### config.mk
export PLATFORM = sky130hd
export DESIGN_NAME = sync_fifo_lvl
export DESIGN_NICKNAME = d
export VERILOG_FILES = /design/src/rtl/sync_fifo_lvl.sv
export SDC_FILE = /design/constraint.sdc
export NUM_CORES = 1
export LEC_CHECK = 0
export ABC_AREA = 1
export CAP_MARGIN = 20
export CORE_MARGIN = 2
export CORE_UTILIZATION = 57
export DETAILED_ROUTE_END_ITERATION = 12
export PLACE_DENSITY = 0.79
export SLEW_MARGIN = 10
export SYNTH_ARGS = -nofsm -noshare
export SYNTH_HDL_FRONTEND = slang
export SYNTH_SLANG_ARGS = --single-unit
export TNS_END_PERCENT = 5
### constraint.sdc
create_clock -name clk -period 2.3 [get_ports clk]
set_input_delay 0.46 -clock clk [delete_from_list [all_inputs] [get_ports clk]]
set_output_delay 0.46 -clock clk [all_outputs]
set_load 0.05 [all_outputs]
### src/rtl/sync_fifo_lvl.sv
// Parametrised single-clock FIFO with occupancy level, threshold flags, flush and sticky errors.
// Build option: define SYNC_FIFO_FWFT_EN for first-word fall-through data_out.
module sync_fifo_lvl #(
  parameter int DATA_WIDTH    = 8,
  parameter int ADDR_WIDTH    = 3,
  parameter int AFULL_THRESH  = (1 << ADDR_WIDTH) - 1,
  parameter int AEMPTY_THRESH = 1
) (
  input  logic                  clk,
  input  logic                  reset_n,
  input  logic                  wr_en,
  input  logic [DATA_WIDTH-1:0] data_in,
  input  logic                  rd_en,
  output logic [DATA_WIDTH-1:0] data_out,
  input  logic                  flush,
  input  logic                  err_clr,
  output logic [ADDR_WIDTH:0]   level,
  output logic                  fifo_empty,
  output logic                  fifo_full,
  output logic                  almost_empty,
  output logic                  almost_full,
  output logic                  overflow,
  output logic                  underflow
);

  localparam int DEPTH = 1 << ADDR_WIDTH;
  localparam logic [ADDR_WIDTH:0] DEPTH_LVL = DEPTH[ADDR_WIDTH:0];
  localparam logic [ADDR_WIDTH:0] AF_LVL    = AFULL_THRESH[ADDR_WIDTH:0];
  localparam logic [ADDR_WIDTH:0] AE_LVL    = AEMPTY_THRESH[ADDR_WIDTH:0];

  logic [DATA_WIDTH-1:0] mem [DEPTH];
  logic [ADDR_WIDTH-1:0] wr_ptr;
  logic [ADDR_WIDTH-1:0] rd_ptr;
  logic                  wr_ok;
  logic                  rd_ok;

  // Flush suppresses both requests so pointers and level can be cleared cleanly.
  assign wr_ok = wr_en & ~fifo_full  & ~flush;
  assign rd_ok = rd_en & ~fifo_empty & ~flush;

  assign fifo_empty   = (level == '0);
  assign fifo_full    = (level == DEPTH_LVL);
  assign almost_empty = (level <= AE_LVL);
  assign almost_full  = (level >= AF_LVL);

  always_ff @(posedge clk) begin
    if (reset_n && wr_ok)
      mem[wr_ptr] <= data_in;
  end

  always_ff @(posedge clk) begin
    if (!reset_n) begin
      wr_ptr <= '0;
      rd_ptr <= '0;
      level  <= '0;
    end else if (flush) begin
      wr_ptr <= '0;
      rd_ptr <= '0;
      level  <= '0;
    end else begin
      if (wr_ok) wr_ptr <= wr_ptr + 1'b1;
      if (rd_ok) rd_ptr <= rd_ptr + 1'b1;
      case ({wr_ok, rd_ok})
        2'b10:   level <= level + 1'b1;
        2'b01:   level <= level - 1'b1;
        default: level <= level;
      endcase
    end
  end

  // A new error in the same cycle as err_clr keeps the flag set.
  always_ff @(posedge clk) begin
    if (!reset_n) begin
      overflow  <= 1'b0;
      underflow <= 1'b0;
    end else begin
      overflow  <= (overflow  & ~err_clr) | (wr_en & fifo_full  & ~flush);
      underflow <= (underflow & ~err_clr) | (rd_en & fifo_empty & ~flush);
    end
  end

`ifdef SYNC_FIFO_FWFT_EN
  assign data_out = mem[rd_ptr];
`else
  always_ff @(posedge clk) begin
    if (!reset_n)
      data_out <= '0;
    else if (rd_ok)
      data_out <= mem[rd_ptr];
  end
`endif

endmodule

After elaboration in Yosys (flattened, before gate mapping)
Memory sizes are Yosys's and may differ from the RTL's. A register that Yosys moved wholly into a read port is not among the register bits.
Cells that the tools add are included.
Operators by class
  reduce and logical (&&, ||, !) cells: 5
  eq/ne operators: 3
  bitwise logic cells: 17
  order comparisons: 2
  mux-type cells: 3
  add/sub/neg operators: 4
Operators with widths (count)
  1-bit bitwise AND: 10
  4-bit one-hot mux with 2 select lines: 1
  3-bit by 1-bit adder with 3-bit output, second input constant: 2
  1-bit NOT: 5
  4-bit by 1-bit adder with 4-bit output, second input constant: 1
  4-bit == test, second input constant: 1
  4-bit by 3-bit greater-or-equal comparator with 1-bit output, second input constant: 1
  4-bit by 1-bit <= comparator with 1-bit output, second input constant: 1
  4-bit zero test: 1
  4-bit by 1-bit subtractor with 4-bit output, second input constant: 1
  2-bit by 1-bit == test with 1-bit output, second input constant: 1
  2-bit == test, second input constant: 1
  1-bit 2-to-1 mux: 2
  1-bit OR: 2
  2-bit nonzero test: 1
  2-bit OR reduction: 1
  1-bit logical AND: 1
  1-bit zero test: 1
Storage, ports and cells
  output and inout port bits: 18
  RAM bits: 64
  memories kept: 1
  bits in registers: 12
Memories
  mem: depth 8, bits a word 8, rd ports 1, clocked after Yosys merged registers in 1, wr ports 1, RTL line 31  | logic [DATA_WIDTH-1:0] mem [DEPTH];

Longest topological paths before layout
  depth after elaboration: 7
  mapped depth: 12
  mapped depth without buffers: 11

Worst setup path before layout
Ideal clock, no wire load.
  path type: register to register
  start: register level[0]
  end: memory mem[0][0], enable pin
  data required time: 1.917 ns
  cell stages (with the launch flop): 8
  arrival time: 2.022 ns
  path buffers: 0
  clock period less this slack: 2.406 ns
  path slack: -0.106 ns
  cells stage by stage: dfxtp_1 -> inv_1 -> ha_1 -> nand3_1 -> nand2_2 -> inv_2 -> nand2_2 -> nor3_1
Between the ends
  cells in the longest elaborated chain, start to end: 7
RTL lines
  start: declaration: RTL line 17  | output logic [ADDR_WIDTH:0] level,
  start signal: assignment: RTL line 64  | 2'b10: level <= level + 1'b1;
  start signal: assignment: RTL line 65  | 2'b01: level <= level - 1'b1;
  start signal: assignment: RTL line 66  | default: level <= level;
  4-bit == test: RTL line 42  | assign fifo_full = (level == DEPTH_LVL);
  1-bit NOT: RTL line 38  | assign wr_ok = wr_en & ~fifo_full & ~flush;
  1-bit bitwise AND (2 in a row): RTL line 38
  1-bit logical AND: RTL line 47  | if (reset_n && wr_ok)
  1-bit 2-to-1 mux: RTL line 47
  1-bit 2-to-1 mux (implied by the code): RTL line 48  | mem[wr_ptr] <= data_in;
  end: declaration: RTL line 31
Every way passes these cells.

Final worst setup path
  start: register level[3]
  end: output level[3]
No word-level cell between the ends.

==> flow_summary.json <==
{
  "ys_warn_count": 0,
  "crit_family": "buffers and inverters",
  "die_area_mm2": 0.00731,
  "vias_per_cell": 5.33,
  "die_w_um": 85.5,
  "min_period_ps": 2070,
  "synth-seq-cells": 84,
  "crit_cells": 1,
  "finClkSkew_ps": 11.4,
  "worstPathCellList": "clkdlybuf4s50_1",
  "grt_overflow_total": 0,
  "dp_slack_ps": 52.3,
  "cts_max_level": 3,
  "fin_hold_ws_ps": 474,
  "drt-pass1-iter-count": 4,
  "ctsHoldBuffers": 0,
  "crit_required_ps": 1840,
  "cp-end-kind": "primary output",
  "p_per_area_mw_per_mm2": 647,
  "cp.arrival_ps": 1610,
  "max-cap-violations": 0,
  "setup_viol": 0,
  "ios": 32,
  "dp_hpwl_mm": 4.91,
  "io_buffers": 31,
  "postSynthAreaPerCell_um2": 9.93,
  "die_h_um": 85.5,
  "internal_power_uw": 2200,
  "clk_latency_ps": 340,
  "wl_mm": 7.47,
  "pwr-share-clk_pct": 35.5,
  "cpMaxStageDelayCell": "clkdlybuf4s50_1",
  "rows": 29,
  "initial_core_util_pct": 59.2,
  "min_period_over_period_pct": 89.9,
  "cts_buffers": 9,
  "path_clk_slew_ps": 90,
  "clock_sinks": 84,
  "rsz0062_at_grt": "no",
  "combPwrFrac_pct": 6.1,
  "cts-root-buf": "clkbuf_8",
  "drive_gt1_share_pct": 14.3,
  "drc_errors": 0,
  "synth.distinct_cells": 25,
  "leakagePower_uw": 0.00180,
  "p_sw_share_pct": 22.2,
  "worst_slack_ps": 233,
  "crit_type": "reg2out",
  "wl_per_cell_um": 14.8,
  "synth_seq_area_share_pct": 61.4,
  "critPathMaxFanout": 6,
  "cts_tree": "done",
  "grt_pass1_vias": 2446,
  "tightest_slew_ps": 512,
  "hold_depth": 2,
  "r2r_cells": 10,
  "hold_violations": 0,
  "critPathLaunchType": "register",
  "grt_antenna_before_repair": 0,
  "hold_class": "reg2reg",
  "grtUsageTotal_pct": 21.7,
  "drt_iter0_drc": 239,
  "grt_max_degree": 35,
  "fmax_mhz": 484,
  "antenna_cells": 0,
  "path_buf_inv": 1,
  "seq_power_share_pct": 58.4,
  "place_inst": 489,
  "clock_path_buffers": 2,
  "netlist_instances": 381,
  "slew_viol_final": 0,
  "peakVddDrop_v": 0.000502,
  "syn_area_mm2": 0.00378,
  "grt_pass1_wl_mm": 12.0,
  "gp_congestion": 0.860,
  "synth_nets": 401,
  "syn_to_final_growth_pct": 15.2,
  "mostFrequentLayoutCell": "nand2_1",
  "fin_nets": 443,
  "num_vias": 2694,
  "status": "completed",
  "slew-limit-headroom_pct": 65.8,
  "fin_cells": 505,
  "layout_common_cells": "100 x nand2_1, 64 x edfxtp_1, 63 x inv_1",
  "p_switching_uw": 625,
  "antenna_left": 0,
  "slowest_delay_ps": 840,
  "core-area_mm2": 0.00639
}
==> power groups by stage <==
| stage | Sequential, uW | Combinational, uW | Clock (uW) |
|---|---|---|---|
| floorplan | 1700 | 84.8 | 0 |
| global placement | 1680 | 167 | 0 |
| detailed placement | 1680 | 173 | 0 |
| CTS | 1650 | 173 | 1010 |
| global route | 1650 | 188 | 1080 |
| finish | 1650 | 172 | 1000 |
==> what timing repair did <==
item                                    4_1_cts  5_1_grt
resized for setup                             1        0
setup buffers                                 0        0
endpoints found under the setup margin        1        0
==> stage by stage <==
stage	utilization (%)	cell area, um2	setup TNS [ps]	power, uW
after floorplan	-	3780	-2540	1790
after global placement	65.3	4170	0	1850
after detailed placement	65.3	4170	0	1850
after CTS	68.3	4360	0	2830
after global routing	68.3	4360	0	2920
final	68.3	4360	0	2820
==> per-layer routing <==
metal / vias to the layer above / GRT usage (%) / wire [um]
met5: - / 0 / 0
met4: 0 / 7.50 / 144
met3: 16 / 3.89 / 406
met2: 82 / 34.9 / 3610
met1: 1284 / 30.0 / 3310
li1: 1312 / - / -
==> layout make-up <==
class / instances / area (um2)
Timing Repair Buffer: 45 / 407
Tap cell: 77 / 96.3
Clock buffer: 9 / 124
Fill cell: 496 / 2030
Multi-Input combinational cell: 213 / 1070
Clock inverter: 7 / 67.6
Inverter: 70 / 268
Sequential cell: 84 / 2320
==> worst paths after layout <==
kind              startpoint   endpoint  slack (ps)
setup / recovery    level[3]   level[3]         230
hold / removal     underflow  underflow         470
setup reg to reg    level[0]   level[3]         310
hold reg to reg    underflow  underflow         470
==> synthesized netlist by cell type <==
master	instances	area [um2]
a21oi_1	12	60.1
a21oi_2	8	70.1
buf_2	5	25.0
buf_4	2	15.0
buf_6	7	78.8
clkinv_1	1	3.75
dfxtp_1	20	400
edfxtp_1	64	1920
ha_1	6	75.1
inv_1	63	236
inv_2	5	18.8
inv_6	1	8.76
nand2_1	100	375
nand2_2	3	18.8
nand2_4	1	11.3
nand3_1	45	225
nand3_2	8	80.1
nand4_1	2	12.5
nor2_1	11	41.3
nor2_2	2	12.5
nor3_1	5	25.0
o21a_1	1	7.51
o21ai_0	7	35.0
o21ai_4	1	16.3
xor2_1	1	8.76
==> sequential cells by signal, summed over array words and instances, names as in the netlist <==
signal / count
data_out: 8
level: 4
mem: 64
overflow: 1
rd_ptr: 3
underflow: 1
wr_ptr: 3
==> logic make-up (layout without fill, tap and decap cells) <==
kind of cell    after synthesis  count (layout)  synth area share, %
buf+inv                      84             131                 10.2
xor+xnor                      1               1                0.232
flops                        84              84                 61.4
simple gates                177             177                 21.2
compound gates               29              29                 4.99
fa+ha+maj                     6               6                 1.98
No activity file was read; power rests on OpenSTA's default activity.
